### src/rtl/arb_pkg.sv
// Shared types, constants and helpers for the round-robin arbiter.
package arb_pkg;

  localparam int unsigned DEF_N        = 4;
  localparam int unsigned DEF_MAX_HOLD = 8;

  typedef enum logic {
    IDLE  = 1'b0,
    GRANT = 1'b1
  } arb_state_e;

  // Ceiling log2; clog2(1) = 0.
  function automatic int unsigned clog2(input int unsigned v);
    int unsigned r;
    r = 0;
    while ((64'd1 << r) < 64'(v)) r++;
    return r;
  endfunction

endpackage

### src/rtl/rr_pick.sv
// Combinational cyclic priority pick: first set req bit at or above ptr, wrapping.
module rr_pick
  import arb_pkg::*;
#(
  parameter int unsigned N   = DEF_N,
  parameter int unsigned IDW = clog2(DEF_N)
) (
  input  logic [N-1:0]   req,
  input  logic [IDW-1:0] ptr,
  output logic           any,
  output logic [IDW-1:0] winner_id,
  output logic [N-1:0]   winner_onehot
);

  always_comb begin
    int unsigned k;
    any           = 1'b0;
    winner_id     = '0;
    winner_onehot = '0;
    k             = 0;
    for (int unsigned i = 0; i < N; i++) begin
      k = 32'(ptr) + i;
      if (k >= N) k = k - N;
      if (!any && req[IDW'(k)]) begin
        any                       = 1'b1;
        winner_id                 = IDW'(k);
        winner_onehot[IDW'(k)]    = 1'b1;
      end
    end
  end

endmodule

### src/rtl/rr_arbiter.sv
// Round-robin arbiter with hold-until-release grants and an optional hold timeout.
module rr_arbiter
  import arb_pkg::*;
#(
  parameter int unsigned N        = DEF_N,
  parameter int unsigned IDW      = clog2(DEF_N),
  parameter int unsigned MAX_HOLD = DEF_MAX_HOLD
) (
  input  logic           clk,
  input  logic           reset,
  input  logic [N-1:0]   req,
  output logic [N-1:0]   grant,
  output logic           grant_valid,
  output logic [IDW-1:0] grant_id,
  output logic           timeout
);

  localparam int unsigned CW        = (MAX_HOLD > 1) ? clog2(MAX_HOLD) : 1;
  localparam int unsigned HOLD_LAST = (MAX_HOLD == 0) ? 0 : MAX_HOLD - 1;

  arb_state_e     state_q, state_d;
  logic [IDW-1:0] ptr_q, ptr_d;
  logic [CW-1:0]  hold_cnt_q, hold_cnt_d;
  logic [N-1:0]   grant_q, grant_d;
  logic           grant_valid_q, grant_valid_d;
  logic [IDW-1:0] grant_id_q, grant_id_d;
  logic           timeout_q, timeout_d;

  logic           release_c;
  logic           force_c;
  logic [IDW-1:0] next_ptr_c;
  logic [IDW-1:0] pick_ptr_c;
  logic           pick_any_c;
  logic [IDW-1:0] pick_id_c;
  logic [N-1:0]   pick_onehot_c;

  // Grant ends on a dropped request or when the hold budget is used up.
  always_comb begin
    next_ptr_c = (grant_id_q == IDW'(N - 1)) ? '0 : grant_id_q + IDW'(1);
    release_c  = (state_q == GRANT) && !req[grant_id_q];
    force_c    = (state_q == GRANT) && req[grant_id_q] && (MAX_HOLD != 0) &&
                 (hold_cnt_q == CW'(HOLD_LAST));
    pick_ptr_c = (release_c || force_c) ? next_ptr_c : ptr_q;
  end

  rr_pick #(
    .N   (N),
    .IDW (IDW)
  ) u_pick (
    .req           (req),
    .ptr           (pick_ptr_c),
    .any           (pick_any_c),
    .winner_id     (pick_id_c),
    .winner_onehot (pick_onehot_c)
  );

  always_comb begin
    state_d       = state_q;
    ptr_d         = ptr_q;
    hold_cnt_d    = hold_cnt_q;
    grant_d       = grant_q;
    grant_valid_d = grant_valid_q;
    grant_id_d    = grant_id_q;
    timeout_d     = 1'b0;
    unique case (state_q)
      IDLE: begin
        if (pick_any_c) begin
          state_d       = GRANT;
          grant_d       = pick_onehot_c;
          grant_valid_d = 1'b1;
          grant_id_d    = pick_id_c;
          hold_cnt_d    = '0;
        end
      end
      GRANT: begin
        if (release_c || force_c) begin
          ptr_d      = next_ptr_c;
          timeout_d  = force_c;
          hold_cnt_d = '0;
          if (pick_any_c) begin
            grant_d       = pick_onehot_c;
            grant_valid_d = 1'b1;
            grant_id_d    = pick_id_c;
          end else begin
            state_d       = IDLE;
            grant_d       = '0;
            grant_valid_d = 1'b0;
          end
        end else if (hold_cnt_q != '1) begin
          // Saturates only matter when the timeout is disabled.
          hold_cnt_d = hold_cnt_q + CW'(1);
        end
      end
      default: state_d = IDLE;
    endcase
  end

  always_ff @(posedge clk or negedge reset) begin
    if (!reset) begin
      state_q       <= IDLE;
      ptr_q         <= '0;
      hold_cnt_q    <= '0;
      grant_q       <= '0;
      grant_valid_q <= 1'b0;
      grant_id_q    <= '0;
      timeout_q     <= 1'b0;
    end else begin
      state_q       <= state_d;
      ptr_q         <= ptr_d;
      hold_cnt_q    <= hold_cnt_d;
      grant_q       <= grant_d;
      grant_valid_q <= grant_valid_d;
      grant_id_q    <= grant_id_d;
      timeout_q     <= timeout_d;
    end
  end

  assign grant       = grant_q;
  assign grant_valid = grant_valid_q;
  assign grant_id    = grant_id_q;
  assign timeout     = timeout_q;

endmodule

### config.mk
export PLATFORM = sky130hd
export DESIGN_NAME = rr_arbiter
export DESIGN_NICKNAME = d
export VERILOG_FILES = /design/src/rtl/arb_pkg.sv /design/src/rtl/rr_pick.sv /design/src/rtl/rr_arbiter.sv
export SDC_FILE = /design/constraint.sdc
export NUM_CORES = 1
export LEC_CHECK = 0
export CELL_PAD_IN_SITES_DETAIL_PLACEMENT = 0
export CELL_PAD_IN_SITES_GLOBAL_PLACEMENT = 2
export CORE_MARGIN = 5
export CORE_UTILIZATION = 37
export CTS_BUF_LIST = sky130_fd_sc_hd__clkbuf_8 sky130_fd_sc_hd__clkbuf_16
export DETAILED_ROUTE_END_ITERATION = 12
export PLACE_DENSITY_LB_ADDON = 0.1
export SLEW_MARGIN = 30
export SYNTH_ARGS = -nofsm -noshare
export SYNTH_HDL_FRONTEND = slang
export SYNTH_SLANG_ARGS = --single-unit
### constraint.sdc
create_clock -name clk -period 10.8 [get_ports clk]
set_clock_uncertainty 0.1 [all_clocks]
set_input_delay 2.16 -clock clk [delete_from_list [all_inputs] [get_ports clk]]
set_output_delay 2.16 -clock clk [all_outputs]
set_load 0.03 [all_outputs]
==> flow_metrics.tcl <==
set metrics [dict create \
    outcome "complete, no violations" \
    cts_resized 0 \
    vias 921 \
    multi_input_area_um2 721 \
    fin_crit_sh 0.571 \
    finalSetupViolations 0 \
    min_period_ps 6170 \
    drc 0 \
    grt_antenna_before_repair 0 \
    crit_path_start_kind "input port" \
    io_buffers 13 \
    relSlewSlack 0.560 \
    cts-buffers-inserted 3 \
    hold_slack_ps 394 \
    finalNetCount 141 \
    h-tree-depth 1 \
    n_antenna_cell 0 \
    layout.cells.most_common_list "dfrtp_1, clkdlybuf4s50_1, ha_1, inv_1, nand2_1" \
    slew_viol_final 0 \
    rsz0062_at_grt "no" \
    place_hpwl_um 1850 \
    overflow 0 \
    insertion_delay_ps 250 \
    syn_nets 124 \
    fin_setup_tns_ps 0 \
    fmax_mhz 162 \
    drv_cap 0 \
    syn_area_um2 1120 \
    drt_iter0_markers 49 \
    synth_mux_area_frac 0.190 \
    io_pins 14 \
    cts-root-buf "clkbuf_8" \
    rows 20 \
    route.antenna.remaining_nets 0 \
    wl_um 2510 \
    fill_cells 293 \
    arrival_ps 6200 \
    synth-main-ff-cell "dfrtp_1" \
    cts_buffer_depth 2 \
    ys_types 41 \
    cp_slowest_stage_delay_ps 730 \
    slowest_stage "or4_1" \
    cts_hold_buf 0 \
    clkTransAtPathRegs_ps 60 \
    final_util 0.450 \
    worstHoldPathType "reg2reg" \
    synth.avg_cell_area_um2 10.3 \
    yosysWarnings 0 \
    worstMarginPinSlew_ps 647 \
    synth_compound_area_frac 0.203 \
    grt_pass1_wl_um 4240 \
    synth_edf_count 0 \
    die_y_um 65.0 \
    start_util 0.375 \
    crit_required_ps 10830 \
    drive_gt1_frac 0.136 \
    critPathKind "in2reg" \
    end_kind "register" \
    worstPathMaxFanout 11 \
    cts_sinks 14 \
    die_w_um 65.0 \
    crit_buf_inv 2 \
    drt_pass1_iterations 4 \
    syn_to_final_growth_pct 19.8 \
    fp.dieArea_um2 4220 \
    grt_usage 0.133 \
    grt_max_degree 15 \
    wl_per_cell_um 15.9 \
    register_area_um2 350 \
    post-cts-setup-buffers 0 \
    ys_ff_latch 14 \
    synth_top_family_by_area "compound AO/OA/AOI/OAI gates" \
    coreArea_um2 2980 \
    vias_per_cell 5.83 \
    hold_viol 0 \
    cp_top_family "multiplexers" \
    synth-async-reset-ratio 1.00 \
    grt_pass1_vias 897 \
    synth_simple_gate_area_frac 0.151 \
    ys_seq_area_frac 0.314 \
    final_common_cell "dfrtp_1" \
    synthAdderAreaFrac 0.101 \
    finalWeightedCongestion 0.792 \
    path_cells "clkdlybuf4s50_1 -> mux2i_1 -> o221ai_1 -> mux2i_2 -> inv_1 -> ha_1 -> mux4_1 -> or4_1 -> nand2_4 -> mux2_1" \
    cts_tree "yes" \
    syn_inst 109 \
    synth_xor_area_frac 0 \
]
synthesized netlist by cell type (all sizes together) (4+ instances only):
cell type,instances,area share
nand3,4,0.018
inv,9,0.030
dfrtp,14,0.31
mux2i,7,0.066
nand2,9,0.037
ha,9,0.10
o21ai,5,0.032
nor2,5,0.019
o2bb2ai,4,0.031
a21oi,5,0.022
mux4,4,0.084
mux2,4,0.040
final cells by class:
| cell class | count | area share |
|---|---|---|
| clock buffer | 4 | 0.0411 |
| inverter | 9 | 0.0252 |
| multi-input combinational | 84 | 0.538 |
| sequential | 14 | 0.262 |
| tap | 33 | 0.0308 |
| timing repair buffer | 14 | 0.103 |
layer usage:
layer / wire, um / up-vias / GRT usage
met3: 93 / 6 / 0.0312
met4: 80 / 0 / 0.0739
met1: 1240 / 442 / 0.181
met2: 1100 / 23 / 0.190
li1: - / 450 / -
met5: 0 / - / 0
sequential cells by signal (all words and copies together), names as in the netlist:
name / flops
grant: 4
hold_cnt_q: 3
timeout: 1
state_q: 1
grant_id: 2
ptr_q: 2
grant_valid: 1
path summary, 6_finish.rpt:
kind                                                 to                      start  slack [ps]  cells after the start
worst max register to register  grant_id[1]$_DFFE_PN0P_  hold_cnt_q[0]$_DFFE_PN0P_        6300                     11
max in group asynchronous       grant_id[1]$_DFFE_PN0P_                      reset        7990                      1
min in group asynchronous       grant_valid$_DFFE_PN0P_                      reset        2200                      1
worst min register to register     grant[3]$_DFFE_PN0P_       grant[3]$_DFFE_PN0P_         390                      1
worst min-delay path               grant[3]$_DFFE_PN0P_       grant[3]$_DFFE_PN0P_         390                      1
worst max-delay path            grant_id[1]$_DFFE_PN0P_                     req[0]        4630                     10
through the flow:
step	cells	instance area, um2	setup WS [ps]
after CTS	158	1340	4670
after floorplan	109	1120	5510
final	158	1340	4630
after detailed placement	154	1280	4390
after global placement	154	1280	4530
after global routing	158	1340	4400
cells by family after synthesis:
kind of cell	Yosys count
flip-flops	14
buffers and inverters	11
AND/OR/NAND/NOR	31
AO/OA/AOI/OAI	29
multiplexers	15
adder cells (fa/ha/maj)	9
Power is not shown: default switching activity piles up to over one toggle a cycle in this logic, so the estimate is an artifact.
